## src/rtl/fwd_hazard_unit_if.sv

```systemverilog
// rtl/fwd_hazard_unit_if.sv - decode/issue/forwarding signal bundle for fwd_hazard_unit
interface fwd_hazard_unit_if #(
  parameter int AW     = 5,
  parameter int NSTG   = 3,
  parameter int MAXLAT = 4
);
  localparam int LW = $clog2(MAXLAT + 1);
  localparam int SW = $clog2(NSTG + 1);

  logic              flush;
  logic [AW-1:0]     id_rs1;
  logic [AW-1:0]     id_rs2;
  logic              id_rs1_used;
  logic              id_rs2_used;
  logic              issue_valid;
  logic [AW-1:0]     issue_rd;
  logic              issue_wen;
  logic [LW-1:0]     issue_lat;
  logic [AW-1:0]     ex_rs1;
  logic [AW-1:0]     ex_rs2;
  logic [NSTG*AW-1:0] stg_rd;
  logic [NSTG-1:0]   stg_wen;
  logic [NSTG-1:0]   stg_ready;
  logic [SW-1:0]     frw_a;
  logic [SW-1:0]     frw_b;
  logic              id_stall;
  logic              ex_hazard;
  logic              busy;
  logic [15:0]       stall_cnt;

  modport slave (
    input  flush, id_rs1, id_rs2, id_rs1_used, id_rs2_used,
    input  issue_valid, issue_rd, issue_wen, issue_lat,
    input  ex_rs1, ex_rs2, stg_rd, stg_wen, stg_ready,
    output frw_a, frw_b, id_stall, ex_hazard, busy, stall_cnt
  );

  modport master (
    output flush, id_rs1, id_rs2, id_rs1_used, id_rs2_used,
    output issue_valid, issue_rd, issue_wen, issue_lat,
    output ex_rs1, ex_rs2, stg_rd, stg_wen, stg_ready,
    input  frw_a, frw_b, id_stall, ex_hazard, busy, stall_cnt
  );
endinterface

```

## src/rtl/fwd_hazard_unit.sv

```systemverilog
// rtl/fwd_hazard_unit.sv - EX operand forwarding select plus latency scoreboard for decode stalls
module fwd_hazard_unit #(
  parameter int AW     = 5,
  parameter int NSTG   = 3,
  parameter int MAXLAT = 4
) (
  input logic             clk,
  input logic             rst,
  fwd_hazard_unit_if.slave bus
);
  localparam int LW   = $clog2(MAXLAT + 1);
  localparam int SW   = $clog2(NSTG + 1);
  localparam int NREG = 1 << AW;
  localparam logic [LW-1:0] MAX_L = LW'(MAXLAT);

  logic [LW-1:0] sb [NREG];
  logic [LW-1:0] lat_clamped;
  logic          accept;
  logic          stall;
  logic          any_busy;
  logic [SW-1:0] sel_a;
  logic [SW-1:0] sel_b;
  logic          hazard;
  logic [15:0]   cnt;

  // Youngest stage wins: scan from oldest so lower indices overwrite.
  always_comb begin
    sel_a = '0;
    sel_b = '0;
    for (int k = NSTG - 1; k >= 0; k--) begin
      if (bus.stg_wen[k] && bus.stg_rd[k*AW +: AW] != '0) begin
        if (bus.stg_rd[k*AW +: AW] == bus.ex_rs1) sel_a = SW'(k + 1);
        if (bus.stg_rd[k*AW +: AW] == bus.ex_rs2) sel_b = SW'(k + 1);
      end
    end
  end

  always_comb begin
    hazard = 1'b0;
    for (int k = 0; k < NSTG; k++) begin
      if ((sel_a == SW'(k + 1) || sel_b == SW'(k + 1)) && !bus.stg_ready[k])
        hazard = 1'b1;
    end
  end

  always_comb begin
    stall = 1'b0;
    if (bus.id_rs1_used && bus.id_rs1 != '0 && sb[bus.id_rs1] != '0) stall = 1'b1;
    if (bus.id_rs2_used && bus.id_rs2 != '0 && sb[bus.id_rs2] != '0) stall = 1'b1;
  end

  always_comb begin
    any_busy = 1'b0;
    for (int r = 1; r < NREG; r++) begin
      if (sb[r] != '0) any_busy = 1'b1;
    end
  end

  assign accept      = bus.issue_valid && !stall;
  assign lat_clamped = (bus.issue_lat > MAX_L) ? MAX_L : bus.issue_lat;

  // Entry 0 is held at zero so x0 can never look busy.
  always_ff @(posedge clk) begin
    sb[0] <= '0;
    for (int r = 1; r < NREG; r++) begin
      if (rst || bus.flush) begin
        sb[r] <= '0;
      end else if (accept && bus.issue_wen && bus.issue_rd == AW'(r)) begin
        sb[r] <= lat_clamped;
      end else if (sb[r] != '0) begin
        sb[r] <= sb[r] - 1'b1;
      end
    end
  end

  always_ff @(posedge clk) begin
    if (rst) begin
      cnt <= '0;
    end else if (stall && cnt != 16'hFFFF) begin
      cnt <= cnt + 16'd1;
    end
  end

  assign bus.frw_a     = sel_a;
  assign bus.frw_b     = sel_b;
  assign bus.ex_hazard = hazard;
  assign bus.id_stall  = stall;
  assign bus.busy      = any_busy;
  assign bus.stall_cnt = cnt;
endmodule

```

## src/flat_wrapper.sv

```systemverilog
// flat-port wrapper written by rule: the top's interface ports become plain ports
module fwd_hazard_unit_flat 
#(
  parameter int AW     = 5,
  parameter int NSTG   = 3,
  parameter int MAXLAT = 4
)
  (clk, rst, bus_flush, bus_id_rs1, bus_id_rs2, bus_id_rs1_used, bus_id_rs2_used, bus_issue_valid, bus_issue_rd, bus_issue_wen, bus_issue_lat, bus_ex_rs1, bus_ex_rs2, bus_stg_rd, bus_stg_wen, bus_stg_ready, bus_frw_a, bus_frw_b, bus_id_stall, bus_ex_hazard, bus_busy, bus_stall_cnt);
  fwd_hazard_unit_if #(.AW(AW), .NSTG(NSTG), .MAXLAT(MAXLAT)) bus_i ();
  input logic clk;
  input logic rst;
  input wire logic [$bits(bus_i.flush)-1:0] bus_flush;
  input wire logic [$bits(bus_i.id_rs1)-1:0] bus_id_rs1;
  input wire logic [$bits(bus_i.id_rs2)-1:0] bus_id_rs2;
  input wire logic [$bits(bus_i.id_rs1_used)-1:0] bus_id_rs1_used;
  input wire logic [$bits(bus_i.id_rs2_used)-1:0] bus_id_rs2_used;
  input wire logic [$bits(bus_i.issue_valid)-1:0] bus_issue_valid;
  input wire logic [$bits(bus_i.issue_rd)-1:0] bus_issue_rd;
  input wire logic [$bits(bus_i.issue_wen)-1:0] bus_issue_wen;
  input wire logic [$bits(bus_i.issue_lat)-1:0] bus_issue_lat;
  input wire logic [$bits(bus_i.ex_rs1)-1:0] bus_ex_rs1;
  input wire logic [$bits(bus_i.ex_rs2)-1:0] bus_ex_rs2;
  input wire logic [$bits(bus_i.stg_rd)-1:0] bus_stg_rd;
  input wire logic [$bits(bus_i.stg_wen)-1:0] bus_stg_wen;
  input wire logic [$bits(bus_i.stg_ready)-1:0] bus_stg_ready;
  output wire logic [$bits(bus_i.frw_a)-1:0] bus_frw_a;
  output wire logic [$bits(bus_i.frw_b)-1:0] bus_frw_b;
  output wire logic [$bits(bus_i.id_stall)-1:0] bus_id_stall;
  output wire logic [$bits(bus_i.ex_hazard)-1:0] bus_ex_hazard;
  output wire logic [$bits(bus_i.busy)-1:0] bus_busy;
  output wire logic [$bits(bus_i.stall_cnt)-1:0] bus_stall_cnt;
  assign bus_i.flush = bus_flush;
  assign bus_i.id_rs1 = bus_id_rs1;
  assign bus_i.id_rs2 = bus_id_rs2;
  assign bus_i.id_rs1_used = bus_id_rs1_used;
  assign bus_i.id_rs2_used = bus_id_rs2_used;
  assign bus_i.issue_valid = bus_issue_valid;
  assign bus_i.issue_rd = bus_issue_rd;
  assign bus_i.issue_wen = bus_issue_wen;
  assign bus_i.issue_lat = bus_issue_lat;
  assign bus_i.ex_rs1 = bus_ex_rs1;
  assign bus_i.ex_rs2 = bus_ex_rs2;
  assign bus_i.stg_rd = bus_stg_rd;
  assign bus_i.stg_wen = bus_stg_wen;
  assign bus_i.stg_ready = bus_stg_ready;
  assign bus_frw_a = bus_i.frw_a;
  assign bus_frw_b = bus_i.frw_b;
  assign bus_id_stall = bus_i.id_stall;
  assign bus_ex_hazard = bus_i.ex_hazard;
  assign bus_busy = bus_i.busy;
  assign bus_stall_cnt = bus_i.stall_cnt;
  fwd_hazard_unit #(.AW(AW), .NSTG(NSTG), .MAXLAT(MAXLAT)) u_core (.clk(clk), .rst(rst), .bus(bus_i));
endmodule
```

## config.mk

```make
export PLATFORM = sky130hd
export DESIGN_NAME = fwd_hazard_unit_flat
export DESIGN_NICKNAME = d
export VERILOG_FILES = /design/src/rtl/fwd_hazard_unit_if.sv /design/src/rtl/fwd_hazard_unit.sv /design/src/flat_wrapper.sv
export SDC_FILE = /design/constraint.sdc
export NUM_CORES = 1
export LEC_CHECK = 0
export BUFFER_PORTS_ARGS = -buffer_cell sky130_fd_sc_hd__buf_2
export CAP_MARGIN = 30
export CORE_UTILIZATION = 55
export CTS_BUF_LIST = sky130_fd_sc_hd__clkbuf_16
export DETAILED_ROUTE_END_ITERATION = 12
export GPL_TIMING_DRIVEN = 0
export PLACE_DENSITY = 0.78
export SLEW_MARGIN = 5
export SYNTH_ARGS = -nofsm -noshare
export SYNTH_HDL_FRONTEND = slang
export SYNTH_SLANG_ARGS = --single-unit
```

## constraint.sdc

```tcl
create_clock -name clk -period 3.05 [get_ports clk]
set_input_delay 0.4575 -clock clk [delete_from_list [all_inputs] [get_ports clk]]
set_output_delay 0.4575 -clock clk [all_outputs]
set_load 0.02 [all_outputs]
```

# [Yosys cells after proc, flatten, opt, wreduce, memory -nomap -nowiden]
# Memories as Yosys holds them, arrays and structs flattened.
# Index checks and enable logic that the tools add are counted.
[totals] out_inout_bits=23 inputBits=56 register_bits=16 n_memories=1 word_cells=560 ram_bits=96
[classes] bitwise_logic=62 mux=329 eq_ne=44 magnitude_cmp=1 n_addsub=32 reduce_logical=90
[mem_list] name="u_core.sb" words=32 width=3 read_ports=33 rd_clocked_by_memory_dff=0 write_ports=32 line_no="fwd_hazard_unit.sv:16" source="logic [LW-1:0] sb [NREG];"
[op_table] cell="$mux 1" n=254
[op_table] cell="$mux 3" n=63
[op_table] cell="$reduce_bool 3->1" n=33
[op_table] cell="$sub 3x1->3 const B" n=31
[op_table] cell="$eq 5x5->1 const B" n=16
[op_table] cell="$or 1x1->1" n=62
[op_table] cell="$logic_and 1x1->1" n=44
[op_table] cell="$eq 5x4->1 const B" n=8
[op_table] cell="$eq 5x5->1" n=6
[op_table] cell="$reduce_bool 5->1" n=5
[op_table] cell="$mux 2" n=12
[op_table] cell="$eq 5x3->1 const B" n=4
[op_table] cell="$add 16x1->16 const B" n=1
[op_table] cell="$ne 16x16->1 const B" n=1
[op_table] cell="$eq 5x2->1 const B" n=2
[op_table] cell="$eq 2x2->1 const B" n=4
[op_table] cell="$eq 5x1->1 const B" n=1
[op_table] cell="$eq 2x1->1 const B" n=2
[op_table] cell="$logic_not 1->1" n=4
[op_table] cell="$logic_or 1x1->1" n=4
[op_table] cell="$gt 3x3->1 const B" n=1

# [Depth between registers and ports, before layout]
[logic_depth] depth_word=32 ltp_mapped=12 mapped_depth_nobuf=9

# [Worst setup path before layout]
# OpenSTA, ideal clock, no wires.
[synth_timing] path_type="input to register" from="input port bus_id_rs1[0]" to="memory u_core.sb[15][0] in the netlist's numbering, data pin" n_path_buf=2 t_required_ns=2.790 path_stages=10 setup_time_ns=0.260 arrival_time_ns=3.008 path_slack_ns=-0.219 cell_sequence="buf_6 > mux4_2 > or4_1 > a21oi_1 > o221ai_2 > nor2_4 > inv_2 > or4_4 > buf_6 > mux2_4"
[synth_lines] element="from (decl)" line_no="flat_wrapper.sv:13" source="input wire logic [$bits(bus_i.id_rs1)-1:0] bus_id_rs1;"
[synth_lines] element="to (decl)" line_no="fwd_hazard_unit.sv:16"

==> impl_metrics.json <==
{
  "dp_cells": 1230,
  "cts_tree": "built",
  "fin_nets": 1193,
  "crit_required_ns": 3.16,
  "finalSetupViolCount": 167,
  "drt-total-wl_um": 25400,
  "ctsRootBufferMaster": "clkbuf_16",
  "slew_headroom": 0.0695,
  "clock_path_buffers": 2,
  "design_area_sq_um": 10900,
  "r2r_slack_ns": -0.27,
  "reg2regPathDepth": 9,
  "drt_iter0_drc": 839,
  "initial_utilization": 0.572,
  "fp.dieArea_sq_um": 16500,
  "drv_cap": 0,
  "clockPowerShare": 0.176,
  "ys_seq_elements": 109,
  "die_h_um": 129,
  "grt_pass1_vias": 7601,
  "hold_path_class": "primary input to flop",
  "cts_inserted_buffers": 9,
  "antenna-diode-count": 0,
  "worstHoldEndpoint": "u_core.bus.stall_cnt[15]$_SDFFE_PP0P_",
  "clock_sinks": 109,
  "gp_congestion": 0.949,
  "crit_path_max_fanout": 4,
  "dr.pass1.iters": 5,
  "crit-reg2reg-capture": "u_core.sb[24][0]$_DFFE_PP_",
  "area_delta_synth_final_pct": 23.8,
  "vias": 7925,
  "synth_cell_types": 65,
  "start_kind": "flop",
  "violations": "negative setup slack",
  "worstHoldStart": "rst",
  "highest_layer": "met4",
  "worstMarginPinSlew_ns": 1.39,
  "path_clk_slew_ns": 0.08,
  "drc": 0,
  "sequentialPowerShare": 0.350,
  "wl_met1_um": 10100,
  "critical_path.max_stage_delay_ns": 0.51,
  "track_usage": 0.308,
  "post_dp_cell_area_sq_um": 9520,
  "clk_latency_ns": 0.37,
  "final_cells": 1290,
  "pwr_density_cell_nw_per_um2": 670,
  "hold_slack_ns": 0.480,
  "switchingPower_uw": 2880,
  "cts-hold-fix-buffers": 0,
  "die_w_um": 129,
  "core_sq_um": 15400,
  "cp_num_buf_inv": 2,
  "portBuffers": 72,
  "period_share": 1.09,
  "p_leak_uw": 0.00460,
  "pre_cts_ws_ns": -0.737,
  "ant_nets": 0,
  "syn_area_sq_um": 8820,
  "vdd_drop_max_mv": 0.392,
  "ys_warn_count": 0,
  "drive_gt1_frac": 0.300,
  "synthesis.nets": 1066,
  "crit_slowest_cell": "or4_4",
  "synthCells": 947,
  "period_needed_ns": 3.32,
  "status": "finished, violations left",
  "synth-edff-count": 93,
  "power.share.switching": 0.394,
  "fin_worst_skew_ns": 0.0116,
  "p_int_uw": 4430,
  "hold_depth": 2,
  "synthFlopType": "edfxtp_1",
  "hold_viol_final": 0,
  "grt_max_degree": 18,
  "layout_setup_ws_ns": -0.275,
  "synthesis.area_per_instance_sq_um": 9.31,
  "wl_met3_um": 2410,
  "overflow": 0,
  "worstSetupPathType": "flop to flop",
  "ios": 79,
  "route.met2.wl_um": 11900,
  "arrival_ns": 3.44,
  "htree_levels": 3,
  "rsz0062_at_grt": "yes",
  "fp-row-count": 45,
  "slew_viol_final": 0,
  "max_freq_mhz": 301,
  "async_flop_share": 0,
  "avgRoutedWirePerCell_um": 19.7,
  "vias_per_cell": 6.14,
  "combPwrFrac": 0.474,
  "rr_startpoint": "u_core.sb[22][2]$_DFFE_PP_",
  "antenna_found_initial": 0,
  "grt_pass1_wl_um": 39000,
  "ys_seq_area_frac": 0.353,
  "dp_hpwl_um": 17400,
  "crit_path_end_kind": "flop",
  "cp_cell_sequence": "mux4_2 > or4_4 > a21oi_4 > o221ai_4 > nor2_4 > clkinvlp_4 > buf_6 > or3_4 > mux2_2",
  "path_delay_family": "simple AND/OR/NAND/NOR gates"
}
-- layout by cell type, fill, tap and decap left out, drive strengths merged, types with 4 or more instances in the layout --
cell type,n
or3b,4
buf,129
or3,23
nor3b,9
xor2,24
nand4,7
nor4,25
edfxtp,93
clkbuf,42
nand2,87
nor2b,8
o311ai,4
or4,11
dfxtp,16
and3,7
o21ai,19
nand3,31
inv,71
xnor2,16
a211oi,4
a31oi,4
ha,63
mux4,7
nand2b,34
nor3,33
mux2,85
mux2i,34
a21oi,18
nor2,127
-- power by group through the flow --
stage	Clock, uW	Combinational, uW	Sequential, uW
6_report	1290	3470	2560
3_5_place_dp	0	2790	2560
3_3_place_gp	0	2690	2530
2_1_floorplan	0	2130	2450
5_1_grt	1340	3780	2610
4_1_cts	1290	3170	2520
-- logic make-up after synthesis --
group	Yosys count	synth area share
AOI/OAI and AO/OA	79	0.0614
buffers and inverters	112	0.0500
muxes	126	0.166
xor gates and xnor gates	40	0.0397
and+or+nand+nor	418	0.241
DFF	109	0.353
adders and majority gates	63	0.0894
-- routing by layer --
| layer | GRT usage | up-vias |
|---|---|---|
| met2 | 0.505 | 420 |
| met3 | 0.0653 | 86 |
| met4 | 0.133 | 0 |
| met1 | 0.394 | 3768 |
| li1 | - | 3651 |
| met5 | 0 | - |
-- flip-flops by register name (all words and copies together), names as in the netlist --
register	count
u_core.sb	93
u_core.bus.stall_cnt	16
-- worst max-delay path by stage --
stage | start | endpoint | slack (ns) | cells after the start
4_1_cts | u_core.sb[22][2]$_DFFE_PP_ | u_core.sb[15][1]$_DFFE_PP_ | -0.28 | 8
6_report | u_core.sb[22][2]$_DFFE_PP_ | u_core.sb[24][0]$_DFFE_PP_ | -0.27 | 9
5_1_grt | u_core.sb[18][1]$_DFFE_PP_ | u_core.sb[22][0]$_DFFE_PP_ | -0.32 | 11
2_1_floorplan | bus_id_rs1[0] | u_core.sb[15][0]$_DFFE_PP_ | -0.17 | 10
3_3_place_gp | bus_id_rs1[0] | u_core.sb[20][0]$_DFFE_PP_ | -0.73 | 12
3_5_place_dp | bus_id_rs1[0] | u_core.sb[20][0]$_DFFE_PP_ | -0.74 | 12
-- per-stage QoR --
stage	TNS, ns	power (uW)	utilization
after floorplan	-4.30	4580	-
after global placement	-104.40	5220	0.617
after detailed placement	-103.75	5340	0.617
after CTS	-13.86	6980	0.682
after global routing	-33.00	7730	0.707
final	-23.57	7310	0.707
-- layout make-up --
type	instances	area (sq um)
multi-input cells	726	5940
fillers	1144	4520
flip-flops and latches	109	3110
repair buffers	122	807
clock buffers	12	300
well taps	211	264
inverters	68	258
plain buffers	37	196
clock inverters	4	21.3
repair inverters	1	7.51
-- cell usage after synthesis, types with 3 or more instances --
cell      instances  area [sq um]
nand2_1          87           327
or3b_1            3          26.3
mux2i_1          34           340
or3_1            23           144
a311o_1           3          30.0
clkbuf_1         36           135
and3_1            7          43.8
ha_1             63           788
a211oi_1          4          30.0
dfxtp_1          16           320
nor3_1           25           125
xor2_1           24           210
nor2_1          126           473
a31oi_1           4          25.0
inv_1            67           251
buf_2             4          20.0
mux4_2            7           158
nand2b_1         34           213
nand3_1          31           155
nand4_1           7          43.8
xnor2_1          16           140
o21ai_0          19          95.1
nor4_1           25           156
nor3_2            8          80.1
or4_1            10          75.1
edfxtp_1         93          2790
o311ai_0          4          35.0
mux2_2           83           935
a21oi_1          18          90.1
nor3b_1           9          67.6
nor2b_1           8          50.1
-- timing repair --
action                     in CTS  in global routing
setup endpoints to repair     191                184
setup buffers                  39                 10
gates resized for setup        92                 62
pin swaps                      20                 14
gates cloned                    1                  1
Note: power is estimated with default switching activity, not from simulation.
